### config.mk
export PLATFORM = sky130hd
export DESIGN_NAME = alarm_trigger
export DESIGN_NICKNAME = d
export VERILOG_FILES = /design/src/rtl/alarm_trigger_pkg.sv /design/src/rtl/alarm_trigger_tick_edge.sv /design/src/rtl/alarm_trigger.sv
export SDC_FILE = /design/constraint.sdc
export NUM_CORES = 1
export LEC_CHECK = 0
export ABC_AREA = 1
export CORE_UTILIZATION = 41
export DETAILED_ROUTE_END_ITERATION = 7
export PLACE_DENSITY = 0.83
export RECOVER_POWER = 100
export SYNTH_ARGS = -nofsm -noshare
export SYNTH_HDL_FRONTEND = slang
export SYNTH_SLANG_ARGS = --single-unit
### constraint.sdc
create_clock -name clk -period 1.6 [get_ports clk]
set_input_delay 0.32 -clock clk [delete_from_list [all_inputs] [get_ports clk]]
set_output_delay 0.32 -clock clk [all_outputs]
set_load 0.01 [all_outputs]
### src/rtl/alarm_trigger_pkg.sv
// Shared definitions for the alarm trigger: FSM state encoding, key codes and the
// layout of the packed 52-bit time/alarm word {year, month, day, hour, minute, second}.
package alarm_trigger_pkg;

    typedef enum logic [1:0] {
        StIdle    = 2'd0,
        StArmed   = 2'd1,
        StRinging = 2'd2,
        StSnooze  = 2'd3
    } state_e;

    localparam logic [3:0] KEY_DISMISS = 4'b0001;
    localparam logic [3:0] KEY_SNOOZE  = 4'b0010;

    // Packed time word layout, LSB first.
    localparam int unsigned YearW   = 12;
    localparam int unsigned FieldW  = 8;
    localparam int unsigned AlarmW  = YearW + 5 * FieldW;
    localparam int unsigned SecOff  = 0;
    localparam int unsigned MinOff  = 8;
    localparam int unsigned HourOff = 16;
    localparam int unsigned DayOff  = 24;
    localparam int unsigned MonOff  = 32;
    localparam int unsigned YearOff = 40;

    // Builds a time word in the same order as bin_alarm.
    function automatic logic [AlarmW-1:0] pack_time(
        input logic [YearW-1:0]  yr,
        input logic [FieldW-1:0] mo,
        input logic [FieldW-1:0] dy,
        input logic [FieldW-1:0] hr,
        input logic [FieldW-1:0] mi,
        input logic [FieldW-1:0] se
    );
        logic [AlarmW-1:0] t;
        t = '0;
        t[YearOff +: YearW] = yr;
        t[MonOff  +: FieldW] = mo;
        t[DayOff  +: FieldW] = dy;
        t[HourOff +: FieldW] = hr;
        t[MinOff  +: FieldW] = mi;
        t[SecOff  +: FieldW] = se;
        return t;
    endfunction

endpackage

### src/rtl/alarm_trigger_tick_edge.sv
// tick_edge: brings the asynchronous 1 Hz square wave into the clk domain through a
// 2-flop synchroniser and emits a one-clk pulse on each rising edge.
// Ports:
//   clk   - system clock
//   rst   - synchronous active-high reset, clears all flops
//   in    - asynchronous 1 Hz input
//   pulse - one-clk pulse per rising edge of in
module tick_edge (
    input  logic clk,
    input  logic rst,
    input  logic in,
    output logic pulse
);

    logic sync1_q, sync2_q, prev_q;

    always_ff @(posedge clk) begin
        if (rst) begin
            sync1_q <= 1'b0;
            sync2_q <= 1'b0;
            prev_q  <= 1'b0;
        end else begin
            sync1_q <= in;
            sync2_q <= sync1_q;
            prev_q  <= sync2_q;
        end
    end

    assign pulse = sync2_q & ~prev_q;

endmodule

### src/rtl/alarm_trigger.sv
// alarm_trigger: compares the current time against a stored alarm, rings with a
// toggling buzzer, supports a limited number of snoozes and auto-stops after RING_SEC
// ticks. Finishing an alarm (dismiss or timeout) pulses rst_alarm so the setting
// logic upstream can clear the stored alarm.
// Ports:
//   clk, rst            - system clock, synchronous active-high reset
//   clk1sec             - 1 Hz square wave, rising edge is one tick
//   sw_in               - key code (0001 dismiss, 0010 snooze)
//   bin_alarm           - alarm target, all-zero means no alarm
//   year..second        - current time fields
//   rst_alarm           - one-clk request to clear the stored alarm
//   ring, buzzer        - ringing indication and beep drive
//   snoozing            - high while snoozing
//   snooze_left         - ticks remaining in the current snooze
module alarm_trigger
    import alarm_trigger_pkg::*;
#(
    parameter int unsigned RING_SEC   = 60,
    parameter int unsigned SNOOZE_SEC = 300,
    parameter int unsigned MAX_SNOOZE = 3
) (
    input  logic              clk,
    input  logic              rst,
    input  logic              clk1sec,
    input  logic [3:0]        sw_in,
    input  logic [AlarmW-1:0] bin_alarm,
    input  logic [YearW-1:0]  year,
    input  logic [FieldW-1:0] month,
    input  logic [FieldW-1:0] day,
    input  logic [FieldW-1:0] hour,
    input  logic [FieldW-1:0] minute,
    input  logic [FieldW-1:0] second,
    output logic              rst_alarm,
    output logic              ring,
    output logic              buzzer,
    output logic              snoozing,
    output logic [8:0]        snooze_left
);

    localparam int unsigned RingW = (RING_SEC < 1) ? 1 : $clog2(RING_SEC + 1);
    localparam int unsigned SnzW  = (MAX_SNOOZE < 1) ? 1 : $clog2(MAX_SNOOZE + 1);
    localparam logic [8:0]  SnoozeLoad = 9'(SNOOZE_SEC);

    state_e            state_q, state_d;
    logic [RingW-1:0]  ring_cnt_q, ring_cnt_d;
    logic [SnzW-1:0]   snz_cnt_q, snz_cnt_d;
    logic [8:0]        snooze_left_q, snooze_left_d;
    logic              ring_q, ring_d;
    logic              buzzer_q, buzzer_d;
    logic              snoozing_q, snoozing_d;
    logic              rst_alarm_q, rst_alarm_d;

    logic              tick;
    logic [AlarmW-1:0] now;
    logic              alarm_set, alarm_now;
    logic              key_dismiss, key_snooze, tick_eff;
    logic              snz_avail, ring_done, enter_ring;

    tick_edge u_tick (
        .clk   (clk),
        .rst   (rst),
        .in    (clk1sec),
        .pulse (tick)
    );

    assign now         = pack_time(year, month, day, hour, minute, second);
    assign alarm_set   = (bin_alarm != '0);
    assign alarm_now   = (bin_alarm == now);
    assign key_dismiss = (sw_in == KEY_DISMISS);
    assign key_snooze  = (sw_in == KEY_SNOOZE);
    // A valid key on the same clk as a tick consumes that tick.
    assign tick_eff    = tick & ~(key_dismiss | key_snooze);
    assign snz_avail   = (snz_cnt_q < SnzW'(MAX_SNOOZE));
    assign ring_done   = (ring_cnt_q == RingW'(RING_SEC));

    // State and registered outputs.
    always_ff @(posedge clk) begin
        if (rst) begin
            state_q       <= StIdle;
            ring_cnt_q    <= '0;
            snz_cnt_q     <= '0;
            snooze_left_q <= '0;
            ring_q        <= 1'b0;
            buzzer_q      <= 1'b0;
            snoozing_q    <= 1'b0;
            rst_alarm_q   <= 1'b0;
        end else begin
            state_q       <= state_d;
            ring_cnt_q    <= ring_cnt_d;
            snz_cnt_q     <= snz_cnt_d;
            snooze_left_q <= snooze_left_d;
            ring_q        <= ring_d;
            buzzer_q      <= buzzer_d;
            snoozing_q    <= snoozing_d;
            rst_alarm_q   <= rst_alarm_d;
        end
    end

    // Next-state logic.
    always_comb begin
        state_d = state_q;
        unique case (state_q)
            StIdle: begin
                // alarm_now blocks re-arming in the same second after a dismiss.
                if (alarm_set && !alarm_now) state_d = StArmed;
            end
            StArmed: begin
                if (!alarm_set)     state_d = StIdle;
                else if (alarm_now) state_d = StRinging;
            end
            StRinging: begin
                if (!alarm_set || key_dismiss) state_d = StIdle;
                else if (key_snooze)           state_d = snz_avail ? StSnooze : StIdle;
                else if (ring_done)            state_d = StIdle;
            end
            StSnooze: begin
                if (!alarm_set || key_dismiss)               state_d = StIdle;
                else if (tick_eff && snooze_left_q == 9'd1)  state_d = StRinging;
            end
            default: state_d = StIdle;
        endcase
    end

    // Output and counter next-state logic, derived from the transition taken.
    always_comb begin
        ring_d        = (state_d == StRinging);
        snoozing_d    = (state_d == StSnooze);
        enter_ring    = ring_d && (state_q != StRinging);
        // Finishing an alarm asks upstream to clear it; a cleared alarm needs no request.
        rst_alarm_d   = (state_d == StIdle) && alarm_set &&
                        (state_q == StRinging || state_q == StSnooze);

        buzzer_d      = 1'b0;
        ring_cnt_d    = '0;
        if (enter_ring) begin
            buzzer_d   = 1'b1;
            ring_cnt_d = '0;
        end else if (ring_d) begin
            buzzer_d   = buzzer_q ^ tick_eff;
            ring_cnt_d = ring_cnt_q + RingW'(tick_eff);
        end

        snooze_left_d = '0;
        if (snoozing_d) begin
            if (state_q != StSnooze) snooze_left_d = SnoozeLoad;
            else if (tick_eff)       snooze_left_d = snooze_left_q - 9'd1;
            else                     snooze_left_d = snooze_left_q;
        end

        snz_cnt_d = snz_cnt_q;
        if (state_d == StIdle) begin
            snz_cnt_d = '0;
        end else if (state_q == StRinging && state_d == StSnooze) begin
            snz_cnt_d = snz_cnt_q + SnzW'(1);
        end
    end

    assign rst_alarm   = rst_alarm_q;
    assign ring        = ring_q;
    assign buzzer      = buzzer_q;
    assign snoozing    = snoozing_q;
    assign snooze_left = snooze_left_q;

endmodule
# Word level (Yosys, flattened, before mapping)
# Index checks and enable logic that the tools add are counted.
# Widths: inputs -> output; s select.
# word_totals
register_bits,26
inputBits,111
out_inout_bits,13
wordCells,68
# op_classes
addsub,3
n_lt_le_gt_ge,1
n_eq_ne,12
muxes,14
bitwise_logic,8
reduce_logical,18
# op_table
operator,n
$eq 52x52->1,1
$reduce_bool 52->1,1
$mux 2,9
$mux 9,2
$eq 9x1->1 const B,1
$sub 9x1->9 const B,1
$eq 2x2->1 const B,4
$pmux 2 s4,1
$add 6x1->6,1
$eq 6x6->1 const B,1
$logic_and 1x1->1,6
$reduce_or 3->1,2
$eq 4x1->1 const B,1
$eq 4x2->1 const B,1
$logic_not 2->1,2
$ne 2x2->1 const B,2
$not 1->1,4
$reduce_or 2->1,2
$add 2x1->2 const B,1
$and 1x1->1,2
$eq 2x1->1 const B,1
$logic_not 1->1,2
$logic_or 1x1->1,2
$lt 2x2->1 const B,1
other kinds (4),5

# Depth between registers and ports, before layout
# Gate-level depths: netlist of the first run.
# depth
depth_word,11
ltp_mapped,14
ltp_nobuf,14

# By module
# A second synthesis of the first run with hierarchy kept.
# hier_totals
cells_unflattened,463
hier_area_um2,2549.9
# modules_own_cells
module,instances,cells_per_inst,area_each_um2,seq_area_each_um2
alarm_trigger,1,453,2463.6,460.4
tick_edge,1,10,86.3,60.1

# Worst setup path after synthesis of the first run
# No wires, ideal clock.
# synth_path
path_kind,input port to flip-flop
from,input port sw_in[1]
to,register ring_cnt_q[4]
setup_time_ns,0.116
arrival_ns,1.375
required_ns,1.484
setup_slack_ns,0.109
path_stages,10
path_buffers,0
path_cell_list,inv_1 -> nor2_1 -> nand2_2 -> nand3_4 -> inv_2 -> ha_1 -> ha_1 -> nand3_1 -> xor2_1 -> nor2_1
# synth_via
elab_chain_cells,11
elab_cells_between_ends,17
classes_between,1 x add/sub; 3 x eq/ne; 5 x mux; 4 x bitwise; 4 x reduce/logical
# synth_lines
element,line,text
"start, declared",alarm_trigger.sv:25,"input logic [3:0] sw_in,"
$eq 4x1->1 / $eq 4x2->1 (equally long branches),"alarm_trigger.sv:69, alarm_trigger.sv:70",
$or 1x1->1 (*),alarm_trigger.sv:72,assign tick_eff = tick & ~(key_dismiss | key_snooze);
$not 1->1 (*),alarm_trigger.sv:72,
$and 1x1->1 (*),alarm_trigger.sv:72,
named net tick_eff,alarm_trigger.sv:56,"logic key_dismiss, key_snooze, tick_eff;"
$logic_and 1x1->1,alarm_trigger.sv:118,else if (tick_eff && snooze_left_q == 9'd1) state_d = StRinging;
$mux 2,alarm_trigger.sv:118,
$mux 2,alarm_trigger.sv:117,if (!alarm_set || key_dismiss) state_d = StIdle;
$pmux 2 s4,alarm_trigger.sv:102,unique case (state_q)
$eq 2x2->1,alarm_trigger.sv:126,ring_d = (state_d == StRinging);
$logic_and 1x1->1 / $not 1->1 (equally long branches),n/a,
$reduce_or 3->1 (no source line),n/a,
"end signal, assigned",alarm_trigger.sv:89,ring_cnt_q <= ring_cnt_d;
"end, declared",alarm_trigger.sv:45,"logic [RingW-1:0] ring_cnt_q, ring_cnt_d;"
# Mark *: on every way through the listed nets, which the timed path passes. The rest lies on a longest branch.
# A chain may end at the register's enable or synchronous reset.

# Worst setup path in the final report of the first run
# layout_path
from,register snooze_left_q[0] (netlist: snooze_left[0])
to,output port snooze_left[0]
# layout_rtl
element,line,text
"start, declared",alarm_trigger.sv:47,"logic [8:0] snooze_left_q, snooze_left_d;"
"start signal, assigned",alarm_trigger.sv:91,snooze_left_q <= snooze_left_d;
"end, declared",alarm_trigger.sv:37,output logic [8:0] snooze_left
# No word-level cell between the ends.

==> impl_metrics.py, run 1 <==
metrics = {
    "cts": {
        "cts_tree": "done",
        "cts_buffer_depth": 2,
        "cts_buffers": 3,
        "cts_hold_repair.buffers": 0,
        "insertion_delay_ps": 270,
        "cts-root-buf": "clkbuf_8",
        "htreeDepth": 1,
        "clock_sinks": 26,
        "clkTransAtPathRegs_ps": 90,
    },
    "critical_path": {
        "cp_slowest_cell": "clkdlybuf4s50_1",
        "crit_end": "snooze_left[0]",
        "critPathTopFamily": "buffers and inverters",
        "critPathKind": "reg -> out",
        "r2r-end": "ring_cnt_q[4]",
        "crit_buf_inv": 1,
        "worst_setup_path_start_kind": "register",
        "critPathArrivalTime_ps": 1250,
        "slowest_delay_ps": 570,
        "crit_required_ps": 1280,
        "worst-path-max-fanout": 4,
        "cp_num_cells": 1,
        "path_cells": "clkdlybuf4s50_1",
        "startpoint": "snooze_left[0]",
        "reg2reg_depth": 9,
        "r2r_slack_ps": 60,
        "critPathCaptureType": "primary output",
        "r2r_start": "u_tick.sync2_q",
    },
    "sta": {
        "rsz0062_at_grt": "true",
        "period_needed_ps": 1570,
        "setup_violations": 0,
        "whs_ps": 402,
        "slew_violations": 0,
        "finalClockSkew_ps": 5.07,
        "hold_violations": 0,
        "fmax_mhz": 638,
        "tightest_slew_ps": 415,
        "slew_headroom_pct": 72.2,
        "finalCritPeriodShare_pct": 98.0,
    },
    "finish": {
        "final_area_mm2": 0.00405,
        "antenna_cells": 0,
        "syn_to_final_growth_pct": 68.5,
        "layout-drive-gt1-share_pct": 25.8,
        "nets": 711,
    },
    "pwr": {
        "intPower_uw": 1260,
        "switching_share_pct": 27.4,
        "p_sw_uw": 474,
        "clkPwrFrac_pct": 31.4,
        "p_comb_share_pct": 30.9,
        "p_seq_share_pct": 37.7,
        "irDropWorstVdd_mv": 0.369,
        "p_per_area_mw_per_mm2": 427,
        "p_leak_uw": 0.00214,
    },
    "drt": {
        "firstDrtPassIters": 4,
        "drc": 0,
        "drt_wl_total_um": 8180,
        "antenna_left": 0,
        "wl_per_cell_um": 12.3,
        "drt_iter0_drc": 101,
        "num_vias": 3157,
        "vias_per_cell": 4.74,
    },
    "logic_synthesis": {
        "synth_most_common_cell": "nand2_1",
        "synth_seq_cells": 26,
        "synth_edf_count": 0,
        "synth_flop_cell": "dfxtp_1",
        "synth.cells.most_frequent": "nand2_1, inv_1, nor2_1",
        "synth.top_cell.area_share_pct": 23.1,
        "synth_nets": 557,
        "postSynthCellCount": 441,
        "synth_top_cell_by_area": "nand2_1",
        "synthTopCellsByArea": "nand2_1, dfxtp_1, inv_1, nor2_1, xnor2_1",
        "syn_area_per_cell_um2": 5.46,
        "synth_area_mm2": 0.00241,
        "synth.yosys.seq_area_share_pct": 21.6,
        "synth_cell_types": 26,
        "synth_warnings": 0,
        "async_reset_ff_share_pct": 0,
    },
    "grt": {
        "grt_pass1_vias": 3066,
        "grt_max_degree": 16,
        "grt.total_usage_pct": 25.8,
        "grt_pass1_wl_um": 12700,
        "overflow": 0,
        "antenna_found_initial": 0,
    },
    "die": {
        "fp.dieH_um": 78.6,
        "io_pins": 124,
        "core_area_mm2": 0.00557,
        "rows": 27,
        "dieArea_mm2": 0.00618,
        "start_util_pct": 43.2,
        "die_x_um": 78.6,
    },
    "run": {
        "cap_violations": 0,
    },
    "placement": {
        "gp_congestion": 0.910,
        "place_area_mm2": 0.00386,
        "dp_hpwl_um": 6530,
        "portBuffers": 123,
    },
    "min_path": {
        "whs_path_depth": 2,
        "hold_path.class": "reg -> reg",
    },
    "status": {
        "status": "finished, final reports clean",
    },
}
==> placed cells by master, fill, tap and decap left out, drive strengths merged <==
cell type and count:
clkdlybuf4s15 32, dlymetal6s2s 4, nand3 18, o211ai 1, clkbuf 26, a31oi 3
a21oi 12, xor2 9, or2 1, bufinv 1, buf 28, nor3 5
nand3b 1, inv 96, nand2 153, o21ai 4, dfxtp 26, ha 5
nand4 4, xnor2 14, nor3b 1, nor2 87, clkdlybuf4s50 13, o31ai 1
dlygate4sd2 49
==> power by group through the flow <==
stage	clock (µW)	sequential, µW	combinational (µW)
CTS	544	653	510
finish	544	654	534
global route	578	655	592
detailed placement	0	669	581
global placement	0	668	564
floorplan	0	668	207
==> worst min-delay path by stage <==
| stage | end | slack, ps | from |
|---|---|---|---|
| floorplan | u_tick.sync2_q | 390 | u_tick.sync1_q |
| global placement | u_tick.sync2_q | 390 | u_tick.sync1_q |
| detailed placement | u_tick.sync2_q | 400 | u_tick.sync1_q |
| CTS | u_tick.sync2_q | 410 | u_tick.sync1_q |
| global route | u_tick.sync2_q | 410 | u_tick.sync1_q |
| finish | u_tick.sync2_q | 400 | u_tick.sync1_q |
==> stage by stage <==
stage / std cells / utilization [%] / setup TNS, ps / power [µW] / worst slack (ps)
final: 666 / 72.7 / 0 / 1730 / 32.8
after global routing: 666 / 72.7 / -382 / 1820 / -73.8
after CTS: 665 / 70.7 / -15.8 / 1710 / -15.8
after detailed placement: 654 / 69.3 / -10020 / 1250 / -557
after global placement: 654 / 69.3 / -8860 / 1230 / -463
after floorplan: 441 / - / 0 / 875 / 109
==> what timing repair did <==
action | 4_1_cts | 5_1_grt
gates resized for setup | 151 | 132
setup endpoints to repair | 24 | 26
pin swaps | 84 | 77
setup buffers | 7 | 1
==> metal layers <==
layer | routed length (µm) | vias to the layer above | GRT usage, %
li1 | - | 1611 | -
met1 | 3240 | 1419 | 28.5
met2 | 4340 | 107 | 48.3
met3 | 408 | 20 | 5.00
met4 | 193 | 0 | 9.44
met5 | 0 | - | 0
==> sequential cells by signal (all words and copies together) (netlist names), 2 cells and up <==
name	flops
ring_cnt_q	6
snz_cnt_q	2
state_q	2
snooze_left	9
==> cells by family after synthesis <==
group / Yosys count / share of synthesized area (%)
DFF: 26 / 21.6
xor gates and xnor gates: 23 / 8.37
buffers and inverters: 96 / 15.0
adders and majority gates: 5 / 2.60
and+or+nand+nor: 270 / 47.4
AOI/OAI and AO/OA: 21 / 5.04
==> layout make-up <==
type	count	area (µm²)
inverters	96	363
repair buffers	149	1260
well taps	72	90.1
fillers	495	1520
flip-flops and latches	26	529
clock buffers	3	41.3
clock inverters	1	30.0
multi-input cells	319	1740
(Power assumes the default switching activity.)
==> inputs of run 2 (changes only) <==
--- a/config.mk
+++ b/config.mk
@@ -10,6 +10,7 @@
 export DETAILED_ROUTE_END_ITERATION = 7
 export PLACE_DENSITY = 0.83
 export RECOVER_POWER = 100
+export SETUP_SLACK_MARGIN = 0.2
 export SYNTH_ARGS = -nofsm -noshare
 export SYNTH_HDL_FRONTEND = slang
 export SYNTH_SLANG_ARGS = --single-unit
==> run 2 against run 1 <==
Net effect: the run now ends with setup timing left; final cell count up 1.2%; clock-buffer cell count unchanged; clock power up 2%; fmax down 6.0%; critical path type is now reg -> reg; highest routed layer unchanged.
==> impl_metrics.py, run 2 (synthesis gave the netlist of run 1 again) <==
metrics = {
    "finish": {
        "syn_to_final_growth_pct": 69.6,
        "antenna_cells": 0,
        "nets": 719,
        "final_cells": 674,
        "fillers": 475,
        "largest_reg_flops": 9,
        "layout-drive-gt1-share_pct": 42.2,
        "layout_commonest_cell": "nand2_1",
        "final_cell_mix": "nand2_1, buf_2, inv_1",
        "fin_util_pct": 73.2,
    },
    "sta": {
        "slew_violations": 0,
        "fin_ws_ps": -67.5,
        "finalClockSkew_ps": 1.72,
        "period_needed_ps": 1670,
        "finalCritPeriodShare_pct": 104,
        "whs_ps": 407,
        "setup_violations": 7,
        "fmax_mhz": 600,
        "slew_headroom_pct": 72.6,
        "rsz0062_at_grt": "true",
        "tightest_slew_ps": 410,
        "hold_violations": 0,
    },
    "pwr": {
        "clkPwrFrac_pct": 31.7,
        "p_comb_share_pct": 31.2,
        "p_leak_uw": 0.00215,
        "p_per_area_mw_per_mm2": 428,
        "p_seq_share_pct": 37.1,
        "irDropWorstVdd_mv": 0.537,
        "intPower_uw": 1250,
        "p_sw_uw": 500,
        "switching_share_pct": 28.6,
    },
    "critical_path": {
        "critPathArrivalTime_ps": 1870,
        "worst_setup_path_start_kind": "register",
        "r2r_start": "snooze_left[2]",
        "crit_required_ps": 1800,
        "startpoint": "snooze_left[2]",
        "critPathCaptureType": "register",
        "critPathKind": "reg -> reg",
        "worst-path-max-fanout": 4,
    },
    "placement": {
        "gp_congestion": 0.943,
        "dp_slack_ps": -577,
        "place_inst": 649,
        "dp_hpwl_um": 6650,
        "portBuffers": 123,
    },
    "drt": {
        "drt_iter0_drc": 138,
        "antenna_left": 0,
        "wl_per_cell_um": 13.9,
        "vias_per_cell": 4.88,
        "firstDrtPassIters": 8,
        "num_vias": 3292,
        "drc": 0,
        "drt_wl_total_um": 9400,
    },
    "status": {
        "status": "finished, violations left",
        "failed_checks": "setup timing",
    },
    "grt": {
        "antenna_found_initial": 0,
        "overflow": 0,
        "use_met1_pct": 29.9,
        "grt_pass1_vias": 3251,
        "grt.total_usage_pct": 29.1,
        "grt-busiest-layer": "met2",
        "grt_pass1_wl_um": 14100,
        "use_met3_pct": 6.86,
        "use_met2_pct": 56.7,
        "grt_max_degree": 16,
    },
    "die": {
        "die_x_um": 78.6,
        "io_pins": 124,
        "core_area_mm2": 0.00557,
        "dieArea_mm2": 0.00618,
        "rows": 27,
        "fp.dieH_um": 78.6,
        "start_util_pct": 43.2,
    },
    "run": {
        "cap_violations": 0,
    },
    "cts": {
        "cts_buffer_depth": 2,
        "cts_hold_repair.buffers": 0,
        "cts_tree": "done",
        "insertion_delay_ps": 270,
        "cts-root-buf": "clkbuf_8",
        "clkTransAtPathRegs_ps": 90,
        "clock_sinks": 26,
        "cts_buffers": 3,
        "htreeDepth": 1,
    },
    "min_path": {
        "holdCritStartpoint": "u_tick.sync1_q",
        "hold_path.class": "reg -> reg",
    },
}
## run 2: cell types whose count changed in the layout (fill, tap and decap cells not counted), moves of 11 or more
cell and change:
clkdlybuf4s50_1 -11, buf_2 +72, dlygate4sd2_1 -32, clkdlybuf4s15_1 -14, clkbuf_2 -23
## run 2: path summary, 6_finish.rpt
kind / cells past startpoint / slack (ps) / end
max: 9 / -70 / snooze_left[8]
min: 2 / 410 / u_tick.sync2_q
max reg2reg: 9 / -70 / snooze_left[8]
min reg2reg: 2 / 410 / u_tick.sync2_q
## run 2: final cells by class
type / instances / area, µm² / area share [%]
multi-input cells: 319 / 1880 / 46.0
repair buffers: 157 / 1120 / 27.6
clock buffers: 3 / 41.3 / 1.01
inverters: 96 / 368 / 9.01
clock inverters: 1 / 30.0 / 0.736
well taps: 72 / 90.1 / 2.21
flip-flops and latches: 26 / 552 / 13.5
## run 2: power groups by stage
stage,clock network [µW],logic (µW),registers (µW)
after floorplan,0,210,668
after global placement,0,568,669
after detailed placement,0,583,669
after CTS,548,532,649
after global routing,576,601,648
final,554,546,648
## run 2: per-stage QoR
stage | total power, µW | TNS, ps | cell area, µm²
2_1_floorplan | 878 | 0 | 2440
3_3_place_gp | 1240 | -9220 | 3860
3_5_place_dp | 1250 | -10480 | 3860
4_1_cts | 1730 | 0 | 3940
5_1_grt | 1830 | -707 | 4080
6_report | 1750 | -217 | 4080
## run 2: timing repair
action                                  CTS  global route
pin swaps                               157            19
endpoints found under the setup margin   36            23
buffers inserted                         18             3
gates resized for setup                 483            32
## run 2: critical path, stage by stage, from the launching register on
cell	delay (ps)
dfxtp_4	370
nor2_2	80
nand4_1	190
buf_4	200
buf_4	130
buf_4	130
buf_4	140
nor2_1	100
nand2_1	70
a31oi_1	190
## run 2: layer usage
layer	routed length (µm)	share of wire [%]
met5	0	0
met4	405	4.3
met3	713	7.6
met2	4850	52
met1	3430	36
==> inputs of run 3 (changes only) <==
--- a/config.mk
+++ b/config.mk
@@ -6,6 +6,7 @@
 export NUM_CORES = 1
 export LEC_CHECK = 0
 export ABC_AREA = 1
+export CAP_MARGIN = 0
 export CORE_UTILIZATION = 41
 export DETAILED_ROUTE_END_ITERATION = 7
 export PLACE_DENSITY = 0.83
==> results of run 3 <==
No change in the layout: final DEF, timing and power equal those of run 2.
